$ cat config.mk
export PLATFORM = sky130hd
export DESIGN_NAME = shwr_integral_capture
export DESIGN_NICKNAME = d
export VERILOG_FILES = /design/src/rtl/shwr_integral_capture.sv
export SDC_FILE = /design/constraint.sdc
export NUM_CORES = 1
export LEC_CHECK = 0
export BUFFER_PORTS_ARGS = -buffer_cell sky130_fd_sc_hd__clkbuf_2
export CAP_MARGIN = 20
export CORE_ASPECT_RATIO = 0.8
export CORE_MARGIN = 3
export CORE_UTILIZATION = 60
export DETAILED_ROUTE_END_ITERATION = 16
export PLACE_DENSITY_LB_ADDON = 0.25
export SYNTH_ARGS = -nofsm -noshare
export SYNTH_HDL_FRONTEND = slang
export SYNTH_SLANG_ARGS = --single-unit
$ cat constraint.sdc
create_clock -name CLK120 -period 4.1 [get_ports CLK120]
set_input_delay 0.82 -clock CLK120 [delete_from_list [all_inputs] [get_ports CLK120]]
set_output_delay 0.82 -clock CLK120 [all_outputs]
set_load 0.05 [all_outputs]
$ cat src/rtl/shwr_integral_capture.sv
//==============================================================================
// Module   : shwr_integral_capture
// Brief    : Latches integrator results once per shower trigger into a 4-entry
//            first-word-fall-through FIFO with tag and overflow flags.
//            Optional macro SHWR_CAPTURE_TSTAMP_EN adds 24-bit trigger timestamps.
// Revision : 1.0 - initial release
//==============================================================================
`default_nettype none

`ifndef ADC_WIDTH
`define ADC_WIDTH 12
`endif
`ifndef SHWR_AREA_WIDTH
`define SHWR_AREA_WIDTH 19
`endif
`ifndef SHWR_BASELINE_EXTRA_BITS
`define SHWR_BASELINE_EXTRA_BITS 2
`endif
`ifndef SHWR_AREA_BINS
`define SHWR_AREA_BINS 256
`endif

module shwr_integral_capture (
   input  logic                                           CLK120,
   input  logic                                           RESET,
   input  logic                                           TRIGGERED,
   input  logic [`SHWR_AREA_WIDTH-1:0]                    INTEGRAL,
   input  logic [`ADC_WIDTH-1:0]                          PEAK,
   input  logic [`ADC_WIDTH+`SHWR_BASELINE_EXTRA_BITS-1:0] BASELINE,
   input  logic                                           SATURATED,
   input  logic                                           ENABLE,
   output logic [`SHWR_AREA_WIDTH-1:0]                    OUT_INTEGRAL,
   output logic [`ADC_WIDTH-1:0]                          OUT_PEAK,
   output logic [`ADC_WIDTH+`SHWR_BASELINE_EXTRA_BITS-1:0] OUT_BASELINE,
   output logic [2:0]                                     OUT_FLAGS,
   output logic [7:0]                                     OUT_TAG,
   output logic [23:0]                                    OUT_TSTAMP,
   output logic                                           OUT_VALID,
   input  logic                                           OUT_READY,
   output logic [2:0]                                     FIFO_COUNT
);
   localparam int c_AREA_W = `SHWR_AREA_WIDTH;
   localparam int c_ADC_W  = `ADC_WIDTH;
   localparam int c_BL_W   = `ADC_WIDTH + `SHWR_BASELINE_EXTRA_BITS;
   localparam int c_CNT_W  = $clog2(`SHWR_AREA_BINS + 3);
   localparam logic [c_CNT_W-1:0] c_CAP_CNT = c_CNT_W'(`SHWR_AREA_BINS + 2);
   localparam logic [2:0] c_DEPTH = 3'd4;

   typedef enum logic [1:0] {
      IDLE   = 2'd0,
      WINDOW = 2'd1,
      WRITE  = 2'd2
   } state_t;

   state_t r_state, w_next_state;
   logic w_start, w_capture, w_trunc, w_write, w_push, w_pop;

   logic                r_trig_d;
   logic [c_CNT_W-1:0]  r_cnt;
   logic [7:0]          r_tag;
   logic                r_ovf_sticky;
   logic [c_AREA_W-1:0] r_lat_int;
   logic [c_ADC_W-1:0]  r_lat_peak;
   logic [c_BL_W-1:0]   r_lat_bl;
   logic                r_lat_sat;
   logic                r_lat_trunc;

   logic [c_AREA_W-1:0] r_mem_int   [4];
   logic [c_ADC_W-1:0]  r_mem_peak  [4];
   logic [c_BL_W-1:0]   r_mem_bl    [4];
   logic [2:0]          r_mem_flags [4];
   logic [7:0]          r_mem_tag   [4];
   logic [1:0]          r_wr_ptr, r_rd_ptr, w_head;
   logic [2:0]          r_count;

   always_ff @(posedge CLK120) begin
      if (RESET) r_state <= IDLE;
      else       r_state <= w_next_state;
   end

   always_comb begin
      w_next_state = r_state;
      w_start      = 1'b0;
      w_capture    = 1'b0;
      w_trunc      = 1'b0;
      w_write      = 1'b0;
      case (r_state)
         IDLE: begin
            if (TRIGGERED && !r_trig_d && ENABLE) begin
               w_start      = 1'b1;
               w_next_state = WINDOW;
            end
         end
         WINDOW: begin
            if (r_cnt == c_CAP_CNT) begin
               w_capture    = 1'b1;
               w_next_state = WRITE;
            end else if (!TRIGGERED) begin
               w_capture    = 1'b1;
               w_trunc      = 1'b1;
               w_next_state = WRITE;
            end
         end
         WRITE: begin
            w_write      = 1'b1;
            w_next_state = IDLE;
         end
         default: w_next_state = IDLE;
      endcase
   end

   // r_trig_d resets high so a trigger held across reset release is not an edge
   always_ff @(posedge CLK120) begin
      if (RESET) begin
         r_trig_d     <= 1'b1;
         r_cnt        <= '0;
         r_tag        <= '0;
         r_ovf_sticky <= 1'b0;
         r_lat_int    <= '0;
         r_lat_peak   <= '0;
         r_lat_bl     <= '0;
         r_lat_sat    <= 1'b0;
         r_lat_trunc  <= 1'b0;
      end else begin
         r_trig_d <= TRIGGERED;
         if (w_start) begin
            r_cnt    <= '0;
            r_lat_bl <= BASELINE;
         end else if (r_state == WINDOW) begin
            r_cnt <= r_cnt + 1'b1;
         end
         if (w_capture) begin
            r_lat_int   <= INTEGRAL;
            r_lat_peak  <= PEAK;
            r_lat_sat   <= SATURATED;
            r_lat_trunc <= w_trunc;
         end
         if (w_write) begin
            r_tag        <= r_tag + 8'd1;
            r_ovf_sticky <= !w_push;
         end
      end
   end

   assign w_pop  = (r_count != 3'd0) && OUT_READY;
   assign w_push = w_write && ((r_count != c_DEPTH) || w_pop);

   always_ff @(posedge CLK120) begin
      if (RESET) begin
         r_wr_ptr <= '0;
         r_rd_ptr <= '0;
         r_count  <= '0;
         for (int i = 0; i < 4; i++) begin
            r_mem_int[i]   <= '0;
            r_mem_peak[i]  <= '0;
            r_mem_bl[i]    <= '0;
            r_mem_flags[i] <= '0;
            r_mem_tag[i]   <= '0;
         end
      end else begin
         if (w_push) begin
            r_mem_int[r_wr_ptr]   <= r_lat_int;
            r_mem_peak[r_wr_ptr]  <= r_lat_peak;
            r_mem_bl[r_wr_ptr]    <= r_lat_bl;
            r_mem_flags[r_wr_ptr] <= {r_ovf_sticky, r_lat_trunc, r_lat_sat};
            r_mem_tag[r_wr_ptr]   <= r_tag;
            r_wr_ptr              <= r_wr_ptr + 2'd1;
         end
         if (w_pop) r_rd_ptr <= r_rd_ptr + 2'd1;
         if (w_push && !w_pop)      r_count <= r_count + 3'd1;
         else if (w_pop && !w_push) r_count <= r_count - 3'd1;
      end
   end

   // When empty, show the last popped slot so head outputs hold their value
   assign w_head       = (r_count == 3'd0) ? (r_rd_ptr - 2'd1) : r_rd_ptr;
   assign OUT_INTEGRAL = r_mem_int[w_head];
   assign OUT_PEAK     = r_mem_peak[w_head];
   assign OUT_BASELINE = r_mem_bl[w_head];
   assign OUT_FLAGS    = r_mem_flags[w_head];
   assign OUT_TAG      = r_mem_tag[w_head];
   assign OUT_VALID    = (r_count != 3'd0);
   assign FIFO_COUNT   = r_count;

`ifdef SHWR_CAPTURE_TSTAMP_EN
   logic [23:0] r_ts_cnt, r_ts_lat;
   logic [23:0] r_mem_ts [4];

   always_ff @(posedge CLK120) begin
      if (RESET) begin
         r_ts_cnt <= '0;
         r_ts_lat <= '0;
         for (int i = 0; i < 4; i++) r_mem_ts[i] <= '0;
      end else begin
         r_ts_cnt <= r_ts_cnt + 24'd1;
         if (w_start) r_ts_lat <= r_ts_cnt;
         if (w_push)  r_mem_ts[r_wr_ptr] <= r_ts_lat;
      end
   end

   assign OUT_TSTAMP = r_mem_ts[w_head];
`else
   assign OUT_TSTAMP = 24'd0;
`endif

endmodule

`default_nettype wire

==> results.yml <==
finish:
  n_antenna_cell: 0
  final_core_util_pct: 68.6
  fin_nets: 1545
  syn_to_final_growth_pct: 10.5
  drive_gt1_share_pct: 13.7
power_and_ir_drop:
  p_leak_uw: 0.00602
  power_per_cell_area_nw_per_um2: 706
  peakVddDrop_uv: 609
die:
  rows: 50
  start_util_pct: 62.1
  design.core.area_sq_um: 23800
  chipHeight_um: 146
  io_pins: 135
  die_area_sq_um: 26600
  die_width_um: 182
timing:
  fmax_mhz: 257
  max_slew_margin_pct: 35.2
  hold_viol: 0
  setup_viol: 0
  period_needed_ns: 3.89
  skew_ns: 0.0145
  final.setup.tns_ns: 0
  tightest_slew_ns: 0.964
  rsz0062_at_grt: "no"
  period_share_pct: 94.8
  slew_viol_final: 0
clock_network:
  clk_latency_ns: 0.54
  cts_setup_buffers: 0
  clk_pin_slew_ns: 0.07
  clockRootBuffer: "clkbuf_16"
  cts_tree: "built"
  cts_resized: 0
  clock_path_buffers: 3
  cts_buffers: 29
  h-tree-depth: 1
  clock-sinks: 299
  ctsHoldBuffers: 0
logic_synthesis:
  synth_flop_cell: "edfxtp_1"
  avgSynthCellArea_sq_um: 10.3
  ys_seq_area_share_pct: 55.6
  synth_area_leaders: "edfxtp_1 45%, dfxtp_1 10%, nor2_1 6.2%"
  ys_warn_count: 0
  yosysTopAreaCell: "edfxtp_1"
  synth_cell_type_count: 45
  async_flop_share_pct: 0
  synthesis.area_sq_um: 14800
  ys_seq_elements: 299
  synth_top_cell_area_share_pct: 45.5
  synth_edf_count: 224
  synthCells: 1437
worst_hold_path:
  hp-class: "reg -> reg"
outcome:
  status: "finished clean"
place:
  dp_hpwl_um: 21300
  port_buffers: 110
  gp_congestion: 0.770
drt:
  via_per_inst: 6.07
  drt.antenna.violating_nets: 0
  dr.first_iter.drc_count: 1126
  drtPass1Iterations: 5
  drc: 0
  vias: 11100
  wl_per_cell_um: 19.6
  routed_wl_um: 35700
global_route:
  grt_antenna_before_repair: 0
  grt_use_total_pct: 26.3
  grt_max_degree: 133
  grt_pass1_vias: 10700
  grt_first_pass_wirelength_um: 56500
  gr-total-overflow: 0
setup_path:
  critPathArrivalTime_ns: 3.07
  setup.worst_path.start_class: "flip-flop"
  worst-setup-path-type: "reg -> out"
  cp.required_ns: 3.28
  crit_path_end_kind: "output pin"
  cp_max_fo: 132
job:
  max_cap_violations: 0
## stage by stage
step,hold slack [ns],area [sq um],cells,setup WS (ns),power [uW]
2_1_floorplan,0.437,14900,1460,0.569,7580
3_3_place_gp,0.449,15500,1770,0.715,8930
3_5_place_dp,0.448,15500,1770,0.651,9020
4_1_cts,0.457,16400,1822,0.230,11500
5_1_grt,0.501,16400,1822,0.0987,12000
6_report,0.460,16400,1822,0.213,11500
## per-layer routing
layer	vias up	global-route usage, %	part of all wire, %
li1	5145	-	-
met1	5342	36.1	41
met2	504	43.6	48
met3	72	3.86	8.2
met4	0	8.11	2.5
met5	-	0	0
## area by class of cell
type                    count  area [sq um]
well taps                 312           390
repair buffers            142           846
flip-flops and latches    299          8240
inverters                   8          32.5
fillers                  1786          7480
clock buffers              45           856
clock inverters             7          32.5
multi-input cells        1009          5960
## state kept, by name, summed over array words and instances (netlist names), 2 cells and up
register	count
FIFO_COUNT	3
r_tag	8
r_mem_tag	32
r_mem_bl	56
r_lat_int	19
r_cnt	9
r_mem_flags	12
r_lat_bl	14
r_mem_int	76
r_lat_peak	12
r_wr_ptr	2
r_rd_ptr	2
r_state	2
r_mem_peak	48
## synth_stat cells, types with 4 or more instances
cell type / instances
xor2_1: 12
inv_1: 6
mux2i_1: 90
ha_1: 4
buf_4: 24
nand2_1: 37
and3_1: 57
o21ai_1: 17
and2_1: 64
nand4_1: 5
edfxtp_1: 224
clkbuf_1: 72
xnor2_1: 8
nor3b_1: 56
a21oi_1: 74
nand2b_1: 76
buf_2: 42
nor2_1: 243
a211oi_1: 58
o21ai_0: 153
nor3_1: 4
dfxtp_1: 75
## final timing paths
kind | startpoint | to | cells after the start | slack (ns)
max reg2reg | r_state[1]$_SDFFE_PP0P_ | r_mem_int[1][2]$_SDFFCE_PN0P_ | 6 | 0.64
min reg2reg | r_lat_bl[9]$_SDFFE_PP0P_ | r_lat_bl[9]$_SDFFE_PP0P_ | 2 | 0.46
max | FIFO_COUNT[0]$_SDFFE_PP0P_ | OUT_BASELINE[13] | 7 | 0.21
min | r_lat_bl[9]$_SDFFE_PP0P_ | r_lat_bl[9]$_SDFFE_PP0P_ | 2 | 0.46
## logic make-up (layout without fill, tap and decap cells)
family                   count (synthesis)  after routing  share of synthesized area, %
buffers and inverters                  152            202                          4.97
AO/OA/AOI/OAI                          305            305                          11.5
other                                    1             24                        0.0253
AND/OR/NAND/NOR                        565            565                          20.1
multiplexers                            90             90                          6.09
adder cells (fa/ha/maj)                  5              5                         0.474
flip-flops                             299            299                          55.6
XOR/XNOR                                20             20                          1.18
## power breakdown
group / total [uW] / switching, uW / internal [uW] / leakage [uW]
Clock: 2530 / 1110 / 1420 / 0.000441
Sequential: 3530 / 182 / 3350 / 0.00292
Combinational: 5470 / 4280 / 1200 / 0.00265
## worst max-delay path, stage by stage (launching register included)
cell and delay, ns:
dfxtp_1 0.41, nor3_4 0.37, inv_4 0.22, buf_12 0.26, o21ai_0 0.27, a21oi_1 0.05, o21ai_0 0.41, clkbuf_2 0.37
## placed cells by master (no fill, tap or decap), types with 4 or more instances in the layout
cell type	synthesis	final
nor2_1	243	241
edfxtp_1	224	224
o21ai_0	153	153
clkbuf_2	0	108
mux2i_1	90	90
a21oi_1	74	74
dfxtp_1	75	73
nand2b_1	76	73
and2_1	64	64
a211oi_1	58	58
and3_1	57	57
nor3b_1	56	56
nand2_1	37	37
buf_4	24	30
clkbuf_16	0	29
conb_1	1	24
o21ai_1	17	17
xor2_1	12	12
clkbuf_1	72	9
xnor2_1	8	8
clkbuf_8	0	7
inv_1	6	6
nand4_1	5	5
clkinv_2	0	5
nor3_1	4	4
ha_1	4	4
buf_12	0	4
Note: power is estimated with default switching activity, not from simulation.
